[config.mk]
export PLATFORM = sky130hd
export DESIGN_NAME = conv_window_gen
export DESIGN_NICKNAME = d
export VERILOG_FILES = /design/src/rtl/npu_pkg.sv /design/src/rtl/line_buffer.sv /design/src/rtl/conv_window_gen.sv
export SDC_FILE = /design/constraint.sdc
export NUM_CORES = 1
export LEC_CHECK = 0
export CAP_MARGIN = 10
export CORE_AREA = 2 2 129 131
export DETAILED_ROUTE_END_ITERATION = 6
export DIE_AREA = 0 0 131 133
export PLACE_DENSITY = 0.77
export SETUP_SLACK_MARGIN = 0.5
export SYNTH_ARGS = -nofsm -noshare
export SYNTH_HDL_FRONTEND = slang
export SYNTH_SLANG_ARGS = --single-unit
[constraint.sdc]
create_clock -name clk -period 3.34 [get_ports clk]
set_clock_uncertainty 0.1 [all_clocks]
set_input_delay 0.835 -clock clk [delete_from_list [all_inputs] [get_ports clk]]
set_output_delay 0.835 -clock clk [all_outputs]
set_load 0.005 [all_outputs]
[src/rtl/npu_pkg.sv]
// Shared NPU definitions: default cell sizing, 3x3 cell index map
// and the window generator FSM state encoding.
package npu_pkg;

  localparam int CELL_BIT = 8;
  localparam int N_CELL   = 9;
  localparam int WIN_DIM  = 3;

  typedef enum logic [1:0] {
    ST_IDLE,
    ST_ACTIVE,
    ST_DONE
  } win_state_e;

  // r=0 is the oldest row, c=0 the leftmost column
  function automatic int cell_idx(input int r, input int c);
    return WIN_DIM * r + c;
  endfunction

endpackage

[src/rtl/line_buffer.sv]
// One-row delay line: shifts one entry per enabled cycle,
// output is the sample written DEPTH enables earlier.
module line_buffer #(
  parameter int DEPTH = 8,
  parameter int WIDTH = 8
) (
  input  logic             i_clk,
  input  logic             i_en,
  input  logic [WIDTH-1:0] i_din,
  output logic [WIDTH-1:0] o_dout
);

  logic [WIDTH-1:0] r_mem [DEPTH];

  always_ff @(posedge i_clk) begin
    if (i_en) begin
      r_mem[0] <= i_din;
      for (int i = 1; i < DEPTH; i++)
        r_mem[i] <= r_mem[i-1];
    end
  end

  assign o_dout = r_mem[DEPTH-1];

endmodule

[src/rtl/conv_window_gen.sv]
// Streaming 3x3 window generator feeding the arithmetic core.
// Optional stride-2 mode enabled by defining CONV_WINDOW_STRIDE2_EN.
module conv_window_gen
  import npu_pkg::*;
#(
  parameter int cell_bit = CELL_BIT,
  parameter int N_cell   = N_CELL,
  parameter int IMG_W    = 8,
  parameter int IMG_H    = 8
) (
  input  logic                       clk,
  input  logic                       reset,
  input  logic [cell_bit-1:0]        pix_in,
  input  logic                       pix_valid,
  input  logic                       sof,
`ifdef CONV_WINDOW_STRIDE2_EN
  input  logic                       stride2,
`endif
  output logic [cell_bit*N_cell-1:0] win_out,
  output logic                       win_en,
  output logic                       frame_done,
  output logic                       busy
);

  localparam int CW = $clog2(IMG_W);
  localparam int RW = $clog2(IMG_H);
  localparam logic [CW-1:0] COL_LAST = CW'(IMG_W - 1);
  localparam logic [RW-1:0] ROW_LAST = RW'(IMG_H - 1);

  win_state_e    r_state, w_state_nxt;
  logic [CW-1:0] r_col, w_col_cur, w_col_nxt;
  logic [RW-1:0] r_row, w_row_cur, w_row_nxt;
  logic          w_acc, w_last, w_emit, w_stride_ok;

  logic [cell_bit-1:0] w_lb1, w_lb2;
  logic [cell_bit-1:0] r_win [WIN_DIM][WIN_DIM];
  logic [cell_bit-1:0] w_win [WIN_DIM][WIN_DIM];
  logic [cell_bit*N_cell-1:0] w_pack;

  line_buffer #(.DEPTH(IMG_W), .WIDTH(cell_bit)) u_lb1 (
    .i_clk  (clk),
    .i_en   (w_acc),
    .i_din  (pix_in),
    .o_dout (w_lb1)
  );

  line_buffer #(.DEPTH(IMG_W), .WIDTH(cell_bit)) u_lb2 (
    .i_clk  (clk),
    .i_en   (w_acc),
    .i_din  (w_lb1),
    .o_dout (w_lb2)
  );

`ifdef CONV_WINDOW_STRIDE2_EN
  logic r_s2;
  always_ff @(posedge clk) begin
    if (!reset) r_s2 <= 1'b0;
    else if (sof) r_s2 <= stride2;
  end
  assign w_stride_ok = !r_s2 || (!w_row_cur[0] && !w_col_cur[0]);
`else
  assign w_stride_ok = 1'b1;
`endif

  always_comb begin
    w_state_nxt = r_state;
    w_col_cur   = sof ? '0 : r_col;
    w_row_cur   = sof ? '0 : r_row;
    w_col_nxt   = w_col_cur;
    w_row_nxt   = w_row_cur;
    // pixels arriving after the frame end are dropped until sof
    w_acc  = pix_valid && (r_state != ST_DONE || sof);
    w_last = w_acc && w_row_cur == ROW_LAST
                   && w_col_cur == COL_LAST;
    w_emit = w_acc && w_stride_ok
                   && w_row_cur >= RW'(2)
                   && w_col_cur >= CW'(2);
    if (w_acc) begin
      if (w_col_cur == COL_LAST) begin
        w_col_nxt = '0;
        w_row_nxt = w_last ? '0 : w_row_cur + RW'(1);
      end else begin
        w_col_nxt = w_col_cur + CW'(1);
      end
    end
    if (w_last)     w_state_nxt = ST_DONE;
    else if (w_acc) w_state_nxt = ST_ACTIVE;
    else if (sof)   w_state_nxt = ST_IDLE;
  end

  always_comb begin
    for (int r = 0; r < WIN_DIM; r++)
      for (int c = 0; c < WIN_DIM - 1; c++)
        w_win[r][c] = r_win[r][c+1];
    w_win[0][2] = w_lb2;
    w_win[1][2] = w_lb1;
    w_win[2][2] = pix_in;
  end

  always_comb begin
    w_pack = '0;
    for (int r = 0; r < WIN_DIM; r++)
      for (int c = 0; c < WIN_DIM; c++)
        w_pack[cell_bit*cell_idx(r, c) +: cell_bit] = w_win[r][c];
  end

  always_ff @(posedge clk) begin
    if (w_acc) r_win <= w_win;
  end

  always_ff @(posedge clk) begin
    if (!reset) begin
      r_state    <= ST_IDLE;
      r_col      <= '0;
      r_row      <= '0;
      win_out    <= '0;
      win_en     <= 1'b0;
      frame_done <= 1'b0;
      busy       <= 1'b0;
    end else begin
      r_state    <= w_state_nxt;
      r_col      <= w_col_nxt;
      r_row      <= w_row_nxt;
      win_en     <= w_emit;
      frame_done <= w_last;
      busy       <= (w_state_nxt == ST_ACTIVE);
      if (w_emit) win_out <= w_pack;
    end
  end

endmodule

======== After elaboration in Yosys (flattened, before gate mapping) ========
Memories as Yosys holds them, arrays and structs flattened.
Index checks and enable logic that the tools add are counted.
operators by class
  order comparisons ....................... 2
  add/sub/neg operators ................... 2
  reductions and logical operators ........ 6
  equality and inequality tests ........... 4
  multiplexer cells ....................... 12
operators with widths
  kind                   number
  $mux W3                7
  $add A3 B1 Y3 const B  2
  $eq A3 B3 Y1 const B   2
  $ge A3 B2 Y1 const B   2
  $mux W2                3
  $logic_and A1 B1 Y1    5
  $eq A2 B1 Y1 const B   1
  $mux W1                2
  $ne A2 B2 Y1 const B   1
  $logic_or A1 B1 Y1     1
storage, ports and cells
  output and inout bits ................... 75
  bits in writable memories ............... 128
  memories ................................ 2
  logic and storage cells ................. 41
  flip-flop bits (word level) ............. 131
memory list
  name         words  bits a word  read ports  clocked after Yosys merged registers in  write ports  line               text
  u_lb1.r_mem  8      8            8           0                                        8            line_buffer.sv:13  logic [WIDTH-1:0] r_mem [DEPTH];
  u_lb2.r_mem  8      8            8           0                                        8            line_buffer.sv:13

======== Longest topological paths before layout ========
Gate-level depths: netlist (run 1).
  word-level depth ........................ 8
  mapped depth ............................ 9
  depth with buffers taken out ............ 8

======== Cells and area by module ========
From an unflattened synthesis (run 1), not the netlist that was laid out.
unflattened totals
  cells, all modules ...................... 569
  area total of the unflattened synthesis .. 8993.6 µm²
by module, submodules not included
  module           area an instance (µm²)  seq. area each (µm²)  cells an instance  instances
  conv_window_gen  5029.8                  3103.0                425                1
  line_buffer      1981.9                  1921.8                72                 2

======== Worst setup path before layout (run 1) ========
OpenSTA, ideal clock, no wires.
  kind .................................... input port to flip-flop
  from .................................... input port sof
  to ...................................... register r_row[1]
  data arrival time ....................... 3.369 ns
  buffers on the path ..................... 1
  slack ................................... -0.187 ns
  data required time ...................... 3.182 ns
  stages .................................. 6
  path through ............................ nand2b_4 > o21ai_4 > inv_2 > buf_2 > and4b_1 > o21a_1
on the way
  word-level cells in the longest chain between the ends .. 7
RTL lines
  what                    line                    text
  start: declaration      conv_window_gen.sv:15   input logic sof,
  $logic_or A1 B1 Y1 *    conv_window_gen.sv:72   w_acc = pix_valid && (r_state != ST_DONE || sof);
  $logic_and A1 B1 Y1 *   conv_window_gen.sv:72
  net u_lb1.i_en          line_buffer.sv:8        input logic i_en,
  $logic_and A1 B1 Y1     conv_window_gen.sv:73   w_last = w_acc && w_row_cur == ROW_LAST
  $logic_and A1 B1 Y1     conv_window_gen.sv:74   && w_col_cur == COL_LAST;
  $mux W3                 conv_window_gen.sv:81   w_row_nxt = w_last ? '0 : w_row_cur + RW'(1);
  $mux W3                 conv_window_gen.sv:79   if (w_col_cur == COL_LAST) begin
  $mux W3 *               conv_window_gen.sv:78   if (w_acc) begin
  end signal: assignment  conv_window_gen.sv:123  r_row <= w_row_nxt;
  end: declaration        conv_window_gen.sv:32   logic [RW-1:0] r_row, w_row_cur, w_row_nxt;
Mark *: on every way through the listed nets, which the timed path passes. The rest lies on a longest branch.
A chain may end at the register's enable or synchronous reset.

======== Worst setup path in the final report (run 1) ========
  from .................................... input port sof
  to ...................................... register r_win[58] (netlist name) (enable)
on the way
  word-level cells in the longest chain between the ends .. 2
RTL lines
  what                    line                    text
  $logic_or A1 B1 Y1      conv_window_gen.sv:72
  $logic_and A1 B1 Y1     conv_window_gen.sv:72
  end signal: assignment  conv_window_gen.sv:108  if (w_acc) r_win <= w_win;
  end: declaration        conv_window_gen.sv:36   logic [cell_bit-1:0] r_win [WIN_DIM][WIN_DIM];
Every way passes these cells.

==> results of run 1 <==
[cell usage after synthesis, types with 2 or more instances]
library cell / count
sky130_fd_sc_hd__buf_2: 3
sky130_fd_sc_hd__o21a_1: 5
sky130_fd_sc_hd__ha_1: 6
sky130_fd_sc_hd__clkbuf_1: 14
sky130_fd_sc_hd__and2b_2: 4
sky130_fd_sc_hd__o21ba_4: 2
sky130_fd_sc_hd__and2_1: 2
sky130_fd_sc_hd__buf_12: 7
sky130_fd_sc_hd__dfxtp_1: 83
sky130_fd_sc_hd__a21boi_1: 3
sky130_fd_sc_hd__a21oi_1: 2
sky130_fd_sc_hd__edfxtp_1: 144
sky130_fd_sc_hd__nor2_1: 5
sky130_fd_sc_hd__inv_1: 2
sky130_fd_sc_hd__nor2b_1: 2
sky130_fd_sc_hd__and4b_1: 2
sky130_fd_sc_hd__nand2_1: 148
sky130_fd_sc_hd__mux2i_1: 72
[area by class of cell]
cell class              count  area (um^2)  share of cell area
flip-flops and latches    227         5986              0.6178
well taps                 220        275.3             0.02841
multi-input cells         265         1688              0.1742
repair buffers             96        996.0              0.1028
clock buffers              30        611.8             0.06315
inverters                   3        16.27            0.001679
clock inverters            12        116.4             0.01201
[flip-flops by register name (all words and copies together) (netlist names)]
register     count
u_lb1.r_mem     50
r_win           46
frame_done       1
u_lb2.r_mem     48
r_state          2
busy             1
win_en           1
win_out         72
r_row            3
r_col            3
[routing by layer]
layer / routed length, um / part of all wire / vias to the layer above
met5: 0 / 0 / -
met4: 236 / 0.019 / 0
met3: 1009 / 0.079 / 25
met2: 6000 / 0.47 / 107
met1: 5481 / 0.43 / 1988
li1: - / - / 2011
[worst min path at each step]
stage                                  from                  to  slack, ns
after floorplan           u_lb1.r_mem[1][2]  u_lb1.r_mem[1][10]       0.30
after global placement    u_lb2.r_mem[3][6]   u_lb2.r_mem[4][6]       0.30
after detailed placement  u_lb1.r_mem[1][0]   u_lb1.r_mem[1][8]       0.30
after CTS                 u_lb1.r_mem[2][6]  u_lb1.r_mem[2][14]       0.32
after global routing      u_lb2.r_mem[3][7]   u_lb2.r_mem[4][7]       0.32
final                     u_lb1.r_mem[2][5]  u_lb1.r_mem[2][13]       0.32
[logic make-up after synthesis]
group,Yosys count,share of synthesized area
adder cells (fa/ha/maj),6,0.009498
flip-flops,227,0.7573
buffers and inverters,29,0.02913
AO/OA/AOI/OAI,16,0.01963
multiplexers,72,0.09118
AND/OR/NAND/NOR,170,0.09213
XOR/XNOR,1,0.001108
[power by group through the flow]
stage          logic (mW)  clock network [mW]  registers (mW)
5_1_grt             0.145                2.62            3.15
3_5_place_dp        0.132                   0            3.20
3_3_place_gp        0.127                   0            3.19
2_1_floorplan      0.0843                   0            3.19
4_1_cts             0.132                2.52            3.14
6_report            0.129                2.45            3.14
[critical path, cell delays in order]
cell and delay (ns):
sky130_fd_sc_hd__clkdlybuf4s50_1 0.68, sky130_fd_sc_hd__nand2b_4 0.23, sky130_fd_sc_hd__o21ai_4 0.12, sky130_fd_sc_hd__inv_6 0.43, sky130_fd_sc_hd__buf_4 0.33
==> metrics, run 1 <==
Placement Cell Area=between 0.008 and 0.009 mm^2; crit path max fanout=58; worst reg2reg path endpoint=win_out[39]; CP Class=primary input to flop; total number of H-tree levels=1; final hold slack=0.3167 ns; drt pass-1 iters=6; biggest area contributors in the synthesized netlist=sky130_fd_sc_hd__edfxtp_1 55%, sky130_fd_sc_hd__dfxtp_1 21%, sky130_fd_sc_hd__mux2i_1 9.1%, sky130_fd_sc_hd__nand2_1 7.0%, sky130_fd_sc_hd__buf_12 1.8%; post-route design area=around 0.0097 mm^2; max cap viols=0; share of power burned in combinational logic=0.023; data arrival time at the worst-slack endpoint=roughly 2.6 ns; total number of yosys warnings=0; global-route total usage across every layer=0.1487; die area=between 0.015 and 0.02 mm^2; Power Total=around 5.7 mW; met1 layer usage reported by global route=0.2012; hold_buf cts=0; post-CTS clock slew at the launch and capture registers of the worst setup and hold paths=approximately 0.060 ns; Area growth, synth to finish=22.59%; mean area per synthesized cell=about 15 um^2; placed insts=around 810; internal reg-to-reg setup slack=around 1.6 ns; clock network fraction of design power=0.428; via count normalized by instance count=around 4.8; clock buffers created by TritonCTS=23; Relative slew margins=0.6455; post-synthesis cell area=0.007904 mm^2; initial core utilization=0.4887; beginning of the worst register-to-register path=r_row[0]; final standard cell count with taps included and fillers excluded=about 850; number of distinct library cell variants in the gate-level netlist after synthesis=33; pin slew with the least headroom to its limit=0.5318 ns; most frequently used flop master after synthesis=sky130_fd_sc_hd__edfxtp_1; number of cells on the worst hold path=0; starting DRC count in detailed routing=268; die span in y=133 um; number of cells upsized or downsized after cts=0; buffer levels on the longest clock path=3; leading cell types in the layout, fill and taps excluded=148 x sky130_fd_sc_hd__nand2_1, 144 x sky130_fd_sc_hd__edfxtp_1, 85 x sky130_fd_sc_hd__clkdlybuf4s50_1; unrepaired setup endpoints after global routing=false; post-synthesis cell count=521; total number of vias=between 4k and 5k; grt ovf=0; number of register bits inferred by synthesis=227; Post-synth EDFFs=between 100 and 150; number of inserted filler cells in the final layout=1184; clock tree from TritonCTS=done; depth of the worst register-to-register path=7; count of buffers from port buffering=86; vias in the first global route=roughly 4.2k; IR Drop Worst-Case VDD=around 0.00046 V; total clock sinks=227; final critical-path required period=between 2 and 3 ns; worst path required time=~3.4 ns; fin worst setup slack=0.7887 ns; cell area power density=between 500 and 600 mW/mm^2; fraction of post-synthesis cell area in the top cell type by area=0.5471; first element of the critical path=sof; Global Route met2 Usage=0.2340; Post-route DRC=0; I/O pin count=87; Routed Wire Length=between 10000 and 15000 um; post-route setup TNS=0 ns; worst setup timing slack at the placement stage=0.2406 ns; capture point of the critical path=r_win[58]; antenna violations before repair=0; maximum clock frequency=roughly 390 MHz; net switching power figure=approximately 1.1 mW; most used routing layer=met2; share of power burned in registers=0.549; Diodes inserted=0; post-CTS setup-driven buffer insertion count=0; post-route ant nets=0; global-route wire length before repair=~21000 um; core utilization of the finished layout=0.5991; clock root buffer=sky130_fd_sc_hd__clkbuf_16; layout cells sized above 1=0.08689; routability congestion estimate from global placement=a little under 0.7; Async S/R FF share, synth=0; number of nets in the finished design=634; Sw Share=0.1963; post-synth top area cell=sky130_fd_sc_hd__edfxtp_1; core region area=roughly 0.016 mm^2; sequential share of the synthesized area=0.7573; later-pin clock latency in the skew report=0.50 ns; net count after synthesis=about 540; detailed-placement wirelength estimate=7833 um; internal power=about 4.6 mW; floorplan die width=approximately 130 um; max-slew violations=0; most common cell after layout, fill and taps aside=sky130_fd_sc_hd__nand2_1; min-delay worst type=flop to flop; status=complete, no violations; final setup violation count=0; pin count of the biggest net entering global routing=70; endpoint class of the critical path=flop; period utilisation layout=0.7639; final hold vios=0; post-DR wirelength/cell=~15 um; P_leak=roughly 3.4 nW; launching element type of the critical path=primary input; row cnt=47; Global Route met3 Usage=0.05176
(Power assumes the default switching activity.)
==> run 2, diff against run 1 <==
==> constraint.sdc (replaced) <==
create_clock -name clk -period 2.3 [get_ports clk]
set_clock_uncertainty 0.1 [all_clocks]
set_input_delay 0.575 -clock clk [delete_from_list [all_inputs] [get_ports clk]]
set_output_delay 0.575 -clock clk [all_outputs]
set_load 0.005 [all_outputs]
==> metrics, run 2 (synthesized netlist as in run 1, its figures left out) <==
grt ovf=0 (unchanged); clock buffers created by TritonCTS=23 (unchanged); Detail Route met3 WL=810 um (was 1009 um); endpoint class of the critical path=output port (was flop); depth of the worst register-to-register path=7 (unchanged); final standard cell count with taps included and fillers excluded=873 (was 853); total number of vias=4266 (was 4131); P_leak=3.820 nW (was 3.354 nW); final critical-path required period=1.761 ns; most common cell after layout, fill and taps aside=sky130_fd_sc_hd__nand2_1 (unchanged); Routed Wire Length=13350 um (was 12730 um); row cnt=47 (unchanged); routability congestion estimate from global placement=0.7792 (was 0.6903); Buf+Inv Stages, Crit Path=1 (was 3); later-pin clock latency in the skew report=0.49 ns (was 0.50 ns); max cap viols=0 (unchanged); Met2 Wirelength=6437 um (was 6000 um); first element of the critical path=win_out[28] (was sof); Crit path depth=1 (was 5); capture point of the critical path=win_out[28] (was r_win[58]); kind of cell adding the most delay to the critical path=flip-flops (was buffers and inverters); final hold vios=0 (unchanged); unrepaired setup endpoints after global routing=false (unchanged); crit path max-delay cell type=sky130_fd_sc_hd__dfxtp_1 (was sky130_fd_sc_hd__clkdlybuf4s50_1); post-DR wirelength/cell=15.29 um (was 14.92 um); initial core utilization=0.4887 (unchanged); period utilisation layout=0.7657; vias in the first global route=4382 (was 4238); Relative slew margins=0.7119 (was 0.6455); post-route ant nets=0 (unchanged); max-slew violations=0 (unchanged); launching element type of the critical path=flop (was primary input); total number of H-tree levels=1 (unchanged); number of nets in the finished design=655 (was 634); clock tree from TritonCTS=done (unchanged); worst path required time=1.62 ns (was 3.43 ns); die area=0.01742 mm^2 (unchanged); crit path max fanout=2 (was 58); data arrival time at the worst-slack endpoint=1.09 ns (was 2.64 ns); internal reg-to-reg setup slack=0.57 ns (was 1.60 ns); antenna violations before repair=0 (unchanged); cell area power density=848.4 mW/mm^2 (was 590.5 mW/mm^2); post-route design area=0.009941 mm^2 (was 0.009689 mm^2); IR Drop Worst-Case VDD=0.0005137 V (was 0.0004648 V); final setup violation count=0 (unchanged); Post-route DRC=0 (unchanged); via count normalized by instance count=4.887 (was 4.843); worst setup timing slack at the placement stage=-0.3145 ns (was 0.2406 ns); pin count of the biggest net entering global routing=107 (was 70); buffer levels on the longest clock path=3 (unchanged); detailed-placement wirelength estimate=7911 um (was 7833 um); layout cells sized above 1=0.1623 (was 0.08689); Placement Cell Area=0.009151 mm^2 (was 0.008961 mm^2); global-route total usage across every layer=0.1524 (was 0.1487); drt pass-1 iters=4 (was 6); hold_buf cts=0 (unchanged); worst reg2reg path endpoint=win_out[71] (was win_out[39]); die span in y=133 um (unchanged); status=complete, no violations (unchanged); largest register by flop count=win_out (unchanged); CP Class=flop to output port (was primary input to flop); Diodes inserted=0 (unchanged); highest cell delay on the worst timing path=0.35 ns (was 0.68 ns); maximum clock frequency=roughly 570 MHz; core utilization of the finished layout=0.6147 (was 0.5991); starting DRC count in detailed routing=219 (was 268); registers with the most flip-flops=win_out x72, u_lb1.r_mem x50, u_lb2.r_mem x48 (unchanged); clock root buffer=sky130_fd_sc_hd__clkbuf_16 (unchanged); final hold slack=0.3156 ns (was 0.3167 ns); fin worst setup slack=0.5390 ns (was 0.7887 ns); beginning of the worst register-to-register path=r_row[1] (was r_row[0]); start point of the worst min-delay path=u_lb2.r_mem[4][6] (was u_lb1.r_mem[2][5]); uppermost routed layer=met4 (unchanged); I/O pin count=87 (unchanged); Largest register FFs=72 (unchanged); min-delay worst type=flop to flop (unchanged); pin slew with the least headroom to its limit=0.4322 ns (was 0.5318 ns); core region area=0.01617 mm^2 (unchanged); count of buffers from port buffering=86 (unchanged); leading cell types in the layout, fill and taps excluded=147 x sky130_fd_sc_hd__nand2_1, 144 x sky130_fd_sc_hd__edfxtp_1, 71 x sky130_fd_sc_hd__mux2i_1, 71 x sky130_fd_sc_hd__dfxtp_1, 58 x sky130_fd_sc_hd__dlygate4sd2_1 (was 148 x sky130_fd_sc_hd__nand2_1, 144 x sky130_fd_sc_hd__edfxtp_1, 85 x sky130_fd_sc_hd__clkdlybuf4s50_1); placed insts=823 (was 811); post-CTS clock slew at the launch and capture registers of the worst setup and hold paths=0.06 ns (about the same); Metal-1 WL=5789 um (was 5481 um); Area growth, synth to finish=25.77% (was 22.59%); total clock sinks=227 (unchanged); floorplan die width=131 um (unchanged); chain of cells forming the critical path=clkdlybuf4s15_1 (was clkdlybuf4s50_1 > nand2b_4 > o21ai_4 > inv_6 > buf_4); global-route wire length before repair=21280 um (was 20950 um)
run 2: changes by cell type in the layout (fill, tap and decap cells not counted), moves of 2 or more:
cell / delta
sky130_fd_sc_hd__clkdlybuf4s50_1: -76
sky130_fd_sc_hd__clkbuf_2: +6
sky130_fd_sc_hd__inv_6: -2
sky130_fd_sc_hd__dfxtp_2: +12
sky130_fd_sc_hd__clkdlybuf4s15_1: +12
sky130_fd_sc_hd__dfxtp_1: -12
sky130_fd_sc_hd__dlygate4sd2_1: +58
sky130_fd_sc_hd__ha_4: +6
sky130_fd_sc_hd__buf_4: +17
sky130_fd_sc_hd__ha_1: -6
sky130_fd_sc_hd__clkbuf_8: +4
sky130_fd_sc_hd__buf_16: +2
sky130_fd_sc_hd__clkinv_1: -3
run 2: how the worst min path moves through the flow:
stage,end,slack (ns),cells after the start
6_report,u_lb2.r_mem[5][6],0.32,0
5_1_grt,u_lb1.r_mem[1][11],0.33,0
4_1_cts,u_lb2.r_mem[5][6],0.32,0
3_5_place_dp,u_lb1.r_mem[2][7],0.30,0
3_3_place_gp,u_lb2.r_mem[5][6],0.30,0
2_1_floorplan,u_lb1.r_mem[1][10],0.30,0
run 2: repair_timing:
item	CTS	global route
resized for setup	92	25
cloned	1	1
pin swaps	2	2
buffers inserted	2	5
endpoints found under the setup margin	295	96
run 2: area by class of cell:
cell class                 instances  area, um^2
clock buffer                      33       663.1
clock inverter                     8       93.84
fill                            1212        6231
inverter                           3       16.27
multi-input combinational        265        1779
sequential                       227        6001
tap                              220       275.3
timing repair buffer             117        1112
run 2: metrics by stage:
stage / TNS [ns] / total power, mW
5_1_grt: 0 / 8.722
4_1_cts: 0 / 8.523
2_1_floorplan: 0 / 4.754
3_5_place_dp: -33.32 / 4.853
3_3_place_gp: -25.60 / 4.834
6_report: 0 / 8.434
run 2: report_power, final:
group	leakage, nW	internal (mW)	switching [mW]	total, mW
clock network	0.374	2.23	1.44	3.67
registers	2.08	4.50	0.0546	4.56
logic	1.36	0.0737	0.130	0.204
total	3.82	6.81	1.63	8.43
run 2: routing by layer:
metal,vias up,GRT usage
li1,2048,-
met1,2074,0.1968
met2,114,0.2499
met3,30,0.04488
met4,0,0.04433
met5,-,0
